**src/rtl/pipe_ctrl_pkg.sv**
```systemverilog
// Shared types and constants for the pipeline stall/flush sequencer.
package pipe_ctrl_pkg;

  localparam int REG_IDX_W = 5;
  localparam logic [31:0] NOP_INSTR = 32'h0000_0000;

  typedef enum logic [1:0] {
    RUN      = 2'd0,
    MEM_WAIT = 2'd1,
    HALT     = 2'd2
  } state_t;

  typedef struct packed {
    logic pc_src;
    logic pc_stall;
    logic if_id_stall;
    logic if_id_flush;
    logic id_ex_stall;
    logic id_ex_flush;
    logic ex_mem_stall;
    logic mem_wb_flush;
  } ctrl_t;

  // Whole front end held, MEM/WB gets a bubble while memory is outstanding.
  localparam ctrl_t CTRL_FREEZE = '{pc_src: 1'b0, pc_stall: 1'b1, if_id_stall: 1'b1,
                                    if_id_flush: 1'b0, id_ex_stall: 1'b1, id_ex_flush: 1'b0,
                                    ex_mem_stall: 1'b1, mem_wb_flush: 1'b1};

endpackage

```
**src/rtl/pipe_hazard_ctrl_sat_counter.sv**
```systemverilog
// Saturating up-counter with synchronous clear; holds at all-ones.
module sat_counter #(
  parameter int W = 16
) (
  input  logic         clk,
  input  logic         rst,
  input  logic         inc,
  input  logic         clear,
  output logic [W-1:0] count
);

  logic [W-1:0] r_count;

  always_ff @(posedge clk or posedge rst) begin
    if (rst) begin
      r_count <= '0;
    end else if (clear) begin
      r_count <= '0;
    end else if (inc && (r_count != {W{1'b1}})) begin
      r_count <= r_count + 1'b1;
    end
  end

  assign count = r_count;

endmodule

```
**src/rtl/pipe_hazard_ctrl.sv**
```systemverilog
// Pipeline stall/flush sequencer: load-use, taken-branch redirect and data-memory wait/timeout.
// Handshake: mem_req/mem_ready are level signals; an access completes in any cycle where both are 1.
module pipe_hazard_ctrl
  import pipe_ctrl_pkg::*;
#(
  parameter int MEM_TIMEOUT = 64,
  parameter int CNT_W       = 16
) (
  input  logic                 clk,
  input  logic                 rst,
  input  logic [REG_IDX_W-1:0] id_rs,
  input  logic [REG_IDX_W-1:0] id_rt,
  input  logic                 id_uses_rs,
  input  logic                 id_uses_rt,
  input  logic                 ex_mem_read,
  input  logic [REG_IDX_W-1:0] ex_rd,
  input  logic                 ex_branch_tkn,
  input  logic                 mem_req,
  input  logic                 mem_ready,
  output logic                 pc_src,
  output logic                 pc_stall,
  output logic                 if_id_stall,
  output logic                 if_id_flush,
  output logic                 id_ex_stall,
  output logic                 id_ex_flush,
  output logic                 ex_mem_stall,
  output logic                 mem_wb_flush,
  output logic                 halted,
  output logic [CNT_W-1:0]     stall_cnt,
  output logic [CNT_W-1:0]     flush_cnt,
  output state_t               dbg_state
);

  localparam int CTR_W = $clog2(MEM_TIMEOUT + 1);
  localparam logic [CTR_W-1:0] CTR_ONE  = CTR_W'(1);
  localparam logic [CTR_W-1:0] CTR_LAST = CTR_W'(MEM_TIMEOUT - 1);

  state_t           r_state;
  state_t           w_next_state;
  logic [CTR_W-1:0] r_ctr;
  logic [CTR_W-1:0] w_ctr_next;
  logic             r_halted;
  logic             w_halt_set;
  logic             w_load_use;
  logic             w_mem_block;
  logic             w_branch_acc;
  ctrl_t            w_ctrl;

  // r0 is hardwired, so a load targeting it can never create a dependency.
  assign w_load_use = ex_mem_read && (ex_rd != '0) &&
                      ((id_uses_rs && (id_rs == ex_rd)) || (id_uses_rt && (id_rt == ex_rd)));
  assign w_mem_block = mem_req && !mem_ready;

  always_ff @(posedge clk or posedge rst) begin
    if (rst) begin
      r_state  <= RUN;
      r_ctr    <= '0;
      r_halted <= 1'b0;
    end else begin
      r_state <= w_next_state;
      r_ctr   <= w_ctr_next;
      if (w_halt_set) begin
        r_halted <= 1'b1;
      end
    end
  end

  always_comb begin
    w_next_state = r_state;
    w_ctr_next   = r_ctr;
    w_halt_set   = 1'b0;
    case (r_state)
      RUN: begin
        if (w_mem_block) begin
          w_next_state = MEM_WAIT;
          w_ctr_next   = CTR_ONE;
        end
      end
      MEM_WAIT: begin
        if (!w_mem_block) begin
          w_next_state = RUN;
          w_ctr_next   = '0;
        end else if (r_ctr == CTR_LAST) begin
          w_next_state = HALT;
          w_halt_set   = 1'b1;
        end else begin
          w_ctr_next = r_ctr + 1'b1;
        end
      end
      HALT: begin
        w_next_state = HALT;
      end
      default: begin
        w_next_state = RUN;
        w_ctr_next   = '0;
      end
    endcase
  end

  // The release cycle of MEM_WAIT decodes like RUN so a frozen branch/load in EX is not lost.
  always_comb begin
    w_ctrl       = '0;
    w_branch_acc = 1'b0;
    case (r_state)
      RUN, MEM_WAIT: begin
        if (w_mem_block) begin
          w_ctrl = CTRL_FREEZE;
        end else if (ex_branch_tkn) begin
          w_ctrl.pc_src      = 1'b1;
          w_ctrl.if_id_flush = 1'b1;
          w_ctrl.id_ex_flush = 1'b1;
          w_branch_acc       = 1'b1;
        end else if (w_load_use) begin
          w_ctrl.pc_stall    = 1'b1;
          w_ctrl.if_id_stall = 1'b1;
          w_ctrl.id_ex_flush = 1'b1;
        end
      end
      HALT: begin
        w_ctrl = CTRL_FREEZE;
      end
      default: begin
        w_ctrl = '0;
      end
    endcase
    if (rst) begin
      w_ctrl       = '0;
      w_branch_acc = 1'b0;
    end
  end

  sat_counter #(.W(CNT_W)) u_stall_cnt (
    .clk   (clk),
    .rst   (rst),
    .inc   (w_ctrl.pc_stall),
    .clear (1'b0),
    .count (stall_cnt)
  );

  sat_counter #(.W(CNT_W)) u_flush_cnt (
    .clk   (clk),
    .rst   (rst),
    .inc   (w_branch_acc),
    .clear (1'b0),
    .count (flush_cnt)
  );

  assign pc_src       = w_ctrl.pc_src;
  assign pc_stall     = w_ctrl.pc_stall;
  assign if_id_stall  = w_ctrl.if_id_stall;
  assign if_id_flush  = w_ctrl.if_id_flush;
  assign id_ex_stall  = w_ctrl.id_ex_stall;
  assign id_ex_flush  = w_ctrl.id_ex_flush;
  assign ex_mem_stall = w_ctrl.ex_mem_stall;
  assign mem_wb_flush = w_ctrl.mem_wb_flush;
  assign halted       = r_halted;
  assign dbg_state    = r_state;

endmodule
```
**config.mk**
```make
export PLATFORM = sky130hd
export DESIGN_NAME = pipe_hazard_ctrl
export DESIGN_NICKNAME = d
export VERILOG_FILES = /design/src/rtl/pipe_ctrl_pkg.sv /design/src/rtl/pipe_hazard_ctrl_sat_counter.sv /design/src/rtl/pipe_hazard_ctrl.sv
export SDC_FILE = /design/constraint.sdc
export NUM_CORES = 1
export LEC_CHECK = 0
export CORE_ASPECT_RATIO = 0.7
export CORE_MARGIN = 5
export CORE_UTILIZATION = 30
export CTS_BUF_LIST = sky130_fd_sc_hd__clkbuf_8 sky130_fd_sc_hd__clkbuf_16
export CTS_CLUSTER_SIZE = 20
export DETAILED_ROUTE_END_ITERATION = 12
export MAX_ROUTING_LAYER = met4
export SLEW_MARGIN = 20
export SYNTH_ARGS = -nofsm -noshare
export SYNTH_HDL_FRONTEND = slang
export SYNTH_SLANG_ARGS = --single-unit
```
**constraint.sdc**
```tcl
create_clock -name clk -period 3.2 [get_ports clk]
set_input_delay 0.48 -clock clk [delete_from_list [all_inputs] [get_ports clk]]
set_output_delay 0.48 -clock clk [all_outputs]
set_load 0.03 [all_outputs]
```
# Word level (Yosys, flattened, before mapping)
# Index checks and enable logic that the tools add are counted.
dict set report classes {
  addsub 3
  mul 0
  div_mod_pow 0
  magnitude_cmp 0
  eq_ne 10
  shifts 0
  muxes 25
  bitwise 1
  reduce_logical 14
}
# op count
set op_table {}
lappend op_table {{$add 16x1->16 const B} 2}
lappend op_table {{$ne 16x16->1 const B} 2}
lappend op_table {{$mux 7} 3}
lappend op_table {{$pmux 7 s3} 1}
lappend op_table {{$pmux 8 s2} 1}
lappend op_table {{$mux 2} 6}
lappend op_table {{$mux 1} 11}
lappend op_table {{$eq 5x5->1} 2}
lappend op_table {{$mux 8} 1}
lappend op_table {{$add 7x1->7 const B} 1}
lappend op_table {{$eq 7x6->1 const B} 1}
lappend op_table {{$logic_and 1x1->1} 7}
lappend op_table {{$ne 3x3->1 const B} 2}
lappend op_table {{$pmux 2 s3} 1}
lappend op_table {{$reduce_bool 5->1} 1}
lappend op_table {{$mux 4} 1}
lappend op_table {{$reduce_and 3->1} 1}
lappend op_table {{$eq 2x1->1 const B} 1}
lappend op_table {{$eq 2x2->1 const B} 1}
lappend op_table {{$logic_not 2->1} 1}
lappend op_table {{$ne 2x2->1 const B} 1}
lappend op_table {{$reduce_and 2->1} 1}
lappend op_table {{$reduce_or 2->1} 1}
lappend op_table {{$logic_not 1->1} 1}
lappend op_table {{other kinds (2)} 2}
dict set report totals {
  reg_bits 42
  latch_bits 0
  ramBits 0
  mem_bits_ro 0
  inputBits 23
  out_inout_bits 43
  wordCells 58
  n_memories 0
}

# Longest topological paths before layout
dict set report depth {
  ltp_word 10
  mapped_depth 8
}

# By module
# From an unflattened synthesis, not the netlist that was laid out.
dict set report hier_totals {
  hier_cells 286
  hier_area_um2 2642.5
}
# module n_inst cells_per_inst area_each_um2
set modules_own_cells {}
lappend modules_own_cells {sat_counter 2 101 932.1}
lappend modules_own_cells {pipe_hazard_ctrl 1 84 778.2}

# Worst setup path before layout
# Ideal clock, no wire load.
dict set report synth_timing {
  kind {in2out}
  startpoint {in ex_rd[3]}
  endpoint {out pc_stall}
  arrival_time_ps 2288
  slack_ps 432
  cell_stages 5
  cell_sequence {xor2_1 nor4_1 a32oi_1 o31ai_1 buf_4}
}
dict set report synth_via {
  elab_chain_len 9
  elab_cells_between_ends 13
  cone_classes {2 x eq/ne; 5 x mux; 6 x reduce/logical}
}
# element line
set synth_lines {}
lappend synth_lines {{start: declaration} pipe_hazard_ctrl.sv:16} ;# input logic [REG_IDX_W-1:0] ex_rd,
lappend synth_lines {{$eq 5x5->1} pipe_hazard_ctrl.sv:51} ;# ((id_uses_rs && (id_rs == ex_rd)) || (id_uses_rt && (id_rt == ex_rd)));
lappend synth_lines {{$logic_and 1x1->1} pipe_hazard_ctrl.sv:51}
lappend synth_lines {{$logic_or 1x1->1} pipe_hazard_ctrl.sv:51}
lappend synth_lines {{$logic_and 1x1->1 (*)} pipe_hazard_ctrl.sv:50} ;# assign w_load_use = ex_mem_read && (ex_rd != '0) &&
lappend synth_lines {{$mux 2 (*)} pipe_hazard_ctrl.sv:113} ;# end else if (w_load_use) begin
lappend synth_lines {{$mux 2 (*)} pipe_hazard_ctrl.sv:108} ;# end else if (ex_branch_tkn) begin
lappend synth_lines {{$mux 4 (*)} pipe_hazard_ctrl.sv:106} ;# if (w_mem_block) begin
lappend synth_lines {{$pmux 8 s2 (*)} pipe_hazard_ctrl.sv:104} ;# case (r_state)
lappend synth_lines {{$mux 8 (*)} pipe_hazard_ctrl.sv:126} ;# if (rst) begin
lappend synth_lines {{end: declaration} pipe_hazard_ctrl.sv:21} ;# output logic pc_stall,
# Mark *: on every way between the ends. The rest lies on a longest branch, timed or not.

# Worst setup path in the final report
dict set report layout_timing {
  startpoint {in ex_rd[2]}
  endpoint {out id_ex_flush}
}
dict set report layout_via {
  elab_chain_len 9
  elab_cells_between_ends 13
  cone_classes {2 x eq/ne; 5 x mux; 6 x reduce/logical}
}
# element line
set layout_lines {}
lappend layout_lines {{$eq 5x5->1} pipe_hazard_ctrl.sv:51}
lappend layout_lines {{$logic_and 1x1->1} pipe_hazard_ctrl.sv:51}
lappend layout_lines {{$logic_or 1x1->1} pipe_hazard_ctrl.sv:51}
lappend layout_lines {{$logic_and 1x1->1 (*)} pipe_hazard_ctrl.sv:50}
lappend layout_lines {{$mux 1 (*)} pipe_hazard_ctrl.sv:113}
lappend layout_lines {{$mux 1 (*)} pipe_hazard_ctrl.sv:108}
lappend layout_lines {{$mux 1 (*)} pipe_hazard_ctrl.sv:106}
lappend layout_lines {{$pmux 8 s2 (*)} pipe_hazard_ctrl.sv:104}
lappend layout_lines {{$mux 8 (*)} pipe_hazard_ctrl.sv:126}
lappend layout_lines {{end: declaration} pipe_hazard_ctrl.sv:25} ;# output logic id_ex_flush,
# Marks and branches as above.

==> flow_metrics.env <==
export IMPL_max_stage_delay_ps=670
export IMPL_start_util=0.3077
export IMPL_cp_end_kind="output port"
export IMPL_diodes=0
export IMPL_ctsResizeCount=0
export IMPL_clkLatencyLatePin_ps=280
export IMPL_io_pins=66
export IMPL_crit_chain="clkdlybuf4s50_1 -> xor2_1 -> nor4_1 -> a32oi_1 -> nor2_1 -> o21a_1 -> clkdlybuf4s50_1"
export IMPL_slew_violations=0
export IMPL_reg2reg_depth=5
export IMPL_regToRegSetupSlack_ps=980
export IMPL_cts_max_level=2
export IMPL_first_global_vias=1744
export IMPL_drt_iter0_markers=69
export IMPL_cap_viol_max_count=0
export IMPL_finalSetupViolCount=0
export IMPL_synth_cell_type_count=44
export IMPL_clkSlewWorstSetupHoldPaths_ps=80
export IMPL_mostFrequentLayoutCell="clkdlybuf4s50_1"
export IMPL_cts_tree="yes"
export IMPL_finalSetupTns_ps=0
export IMPL_path_max_fanout=3
export IMPL_finClkSkew_ps=6.460
export IMPL_power_leakage_nw=1.270
export IMPL_dieArea_mm2=0.009330
export IMPL_worstHoldStart="halted"
export IMPL_cp_start_kind="input port"
export IMPL_dp_cells=378
export IMPL_syn_nets=246
export IMPL_p_int_mw=1.064
export IMPL_p_sw_uw=659.5
export IMPL_syn_cell_area_mm2=0.002242
export IMPL_relSlewSlack=0.5966
export IMPL_final_hold_violation_count=0
export IMPL_yosysSeqAreaShare=0.4688
export IMPL_r2r_start="u_stall_cnt.count[2]"
export IMPL_layout_nets=313
export IMPL_gp_congestion=0.8237
export IMPL_synth_async_reset_ratio=1.000
export IMPL_die_h_um=82.33
export IMPL_rsz0062_at_grt="no"
export IMPL_min_to="halted"
export IMPL_grt_overflow_total=0
export IMPL_cts_root_buf="clkbuf_8"
export IMPL_cp_slowest_cell="clkdlybuf4s50_1"
export IMPL_core_area_mm2=0.007287
export IMPL_critPathBufInv=2
export IMPL_fin_util=0.4183
export IMPL_p_total_mw=1.723
export IMPL_pwr_share_clk=0.192
export IMPL_period_needed_ps=3045
export IMPL_crit_type="input port to output port"
export IMPL_swShare=0.3827
export IMPL_hp_class="flop to flop"
export IMPL_grt_use_total=0.1168
export IMPL_fillers=713
export IMPL_seq_power_share=0.441
export IMPL_cts_made_buffers=5
export IMPL_ys_flop_type="dfrtp_1"
export IMPL_fin_crit_sh=0.9516
export IMPL_grt_max_degree=43
export IMPL_cp_top_family="buffers and inverters"
export IMPL_antenna_found_initial=0
export IMPL_clockBufferDepth=2
export IMPL_hpwl_mm=4.021
export IMPL_tightest_slew_ps=605.1
export IMPL_status="complete, no violations"
export IMPL_fin_cells=384
export IMPL_post_cts_setup_buffer_count=0
export IMPL_clock_sinks=42
export IMPL_p_per_area_mw_per_mm2=565.3
export IMPL_peakVddDrop_mv=0.4398
export IMPL_io_buffers=65
export IMPL_pre_cts_ws_ps=182.0
export IMPL_p_comb_frac=0.366
export IMPL_hold_depth=1
export IMPL_avgRoutedWirePerCell_um=13.57
export IMPL_post_drt_via_cell_ratio=4.625
export IMPL_cp_data_arrival_time_ps=2570
export IMPL_drive_gt1_frac=0.06993
export IMPL_cpMostUsedCell="clkdlybuf4s50_1"
export IMPL_rows=26
export IMPL_vias=1776
export IMPL_routed_wl_mm=5.212
export IMPL_syn_to_final_growth_pct=35.94
export IMPL_first_pass_iters=4
export IMPL_setup_ws_ps=154.8
export IMPL_synth_avg_cell_area_um2=10.19
export IMPL_postSynthCellCount=220
export IMPL_ant_nets=0
export IMPL_fmax_ghz=0.3284
export IMPL_grt_first_pass_wirelength_mm=8.535
export IMPL_layout_common_cells="clkdlybuf4s50_1, dfrtp_1, xor2_1"
export IMPL_synth_seq_cells=42
export IMPL_cts_hold_buf=0
export IMPL_synth_edf_count=0
export IMPL_rr_endpoint="u_stall_cnt.count[1]"
export IMPL_die_w_um=113.3
export IMPL_worstPathRequired_ps=2720
export IMPL_synth_warnings=0
export IMPL_drc=0
stage by stage:
| stage | hold slack (ps) | instance area [um^2] |
|---|---|---|
| after floorplan | 444.6 | 2242 |
| after global placement | 457.9 | 2965 |
| after detailed placement | 469.7 | 2965 |
| after CTS | 487.3 | 3048 |
| after global routing | 501.3 | 3048 |
| final | 482.6 | 3048 |
kinds of logic after synthesis:
logic type / count (synthesis) / share of synthesized area
muxes: 4 / 0.01953
AOI/OAI and AO/OA: 28 / 0.08315
adders and majority gates: 3 / 0.01674
buffers and inverters: 14 / 0.03683
DFF: 42 / 0.4688
and+or+nand+nor: 91 / 0.2266
xor gates and xnor gates: 38 / 0.1484
state kept, by name, indices dropped and copies added (netlist names):
signal	flops
u_flush_cnt.count	16
u_stall_cnt.count	16
r_ctr	7
dbg_state	2
halted	1
worst max path at each step:
| stage | startpoint | endpoint | depth (start not counted) |
|---|---|---|---|
| finish | ex_rd[2] | id_ex_flush | 7 |
| global route | ex_rd[3] | id_ex_flush | 7 |
| CTS | ex_rd[2] | id_ex_flush | 7 |
| floorplan | ex_rd[3] | pc_stall | 5 |
| global placement | ex_rd[1] | id_ex_flush | 6 |
| detailed placement | ex_rd[2] | id_ex_flush | 7 |
cell usage after synthesis, types with 3 or more instances:
master	n	area [um^2]
nand2_1	12	45.04
nor4_1	6	37.54
inv_1	8	30.03
and3_1	6	37.54
xnor2_1	13	113.9
o31ai_1	5	37.54
dfrtp_1	42	1051
a21oi_1	5	25.02
nor3_2	4	40.04
nand4_1	7	43.79
o21ai_0	7	35.03
buf_4	4	30.03
xor2_1	25	219.0
nand2b_1	4	25.02
nor2_1	17	63.81
ha_1	3	37.54
nand3_1	19	95.09
power by group through the flow:
stage          Clock [mW]  Sequential [mW]  Combinational (mW)
2_1_floorplan           0            0.919               0.199
3_3_place_gp            0            0.769               0.633
3_5_place_dp            0            0.764               0.638
4_1_cts             0.349            0.758               0.640
5_1_grt             0.373            0.780               0.682
6_report            0.332            0.760               0.631
metal layers:
metal / part of all wire / vias up / GRT usage
met2: 0.45 / 27 / 0.1743
met4: 0.0027 / 0 / 0.02521
li1: - / 906 / -
met5: 0 / - / -
met3: 0.037 / 2 / 0.02913
met1: 0.51 / 841 / 0.1614
layout make-up:
type                    count  area, um^2  share of cell area
multi-input cells         164        1109              0.3637
flip-flops and latches     42        1051              0.3448
repair buffers             66       653.1              0.2143
well taps                  98       122.6             0.04023
clock buffers               6       82.58             0.02709
inverters                   8       30.03            0.009852
Note: power is estimated with default switching activity, not from simulation.
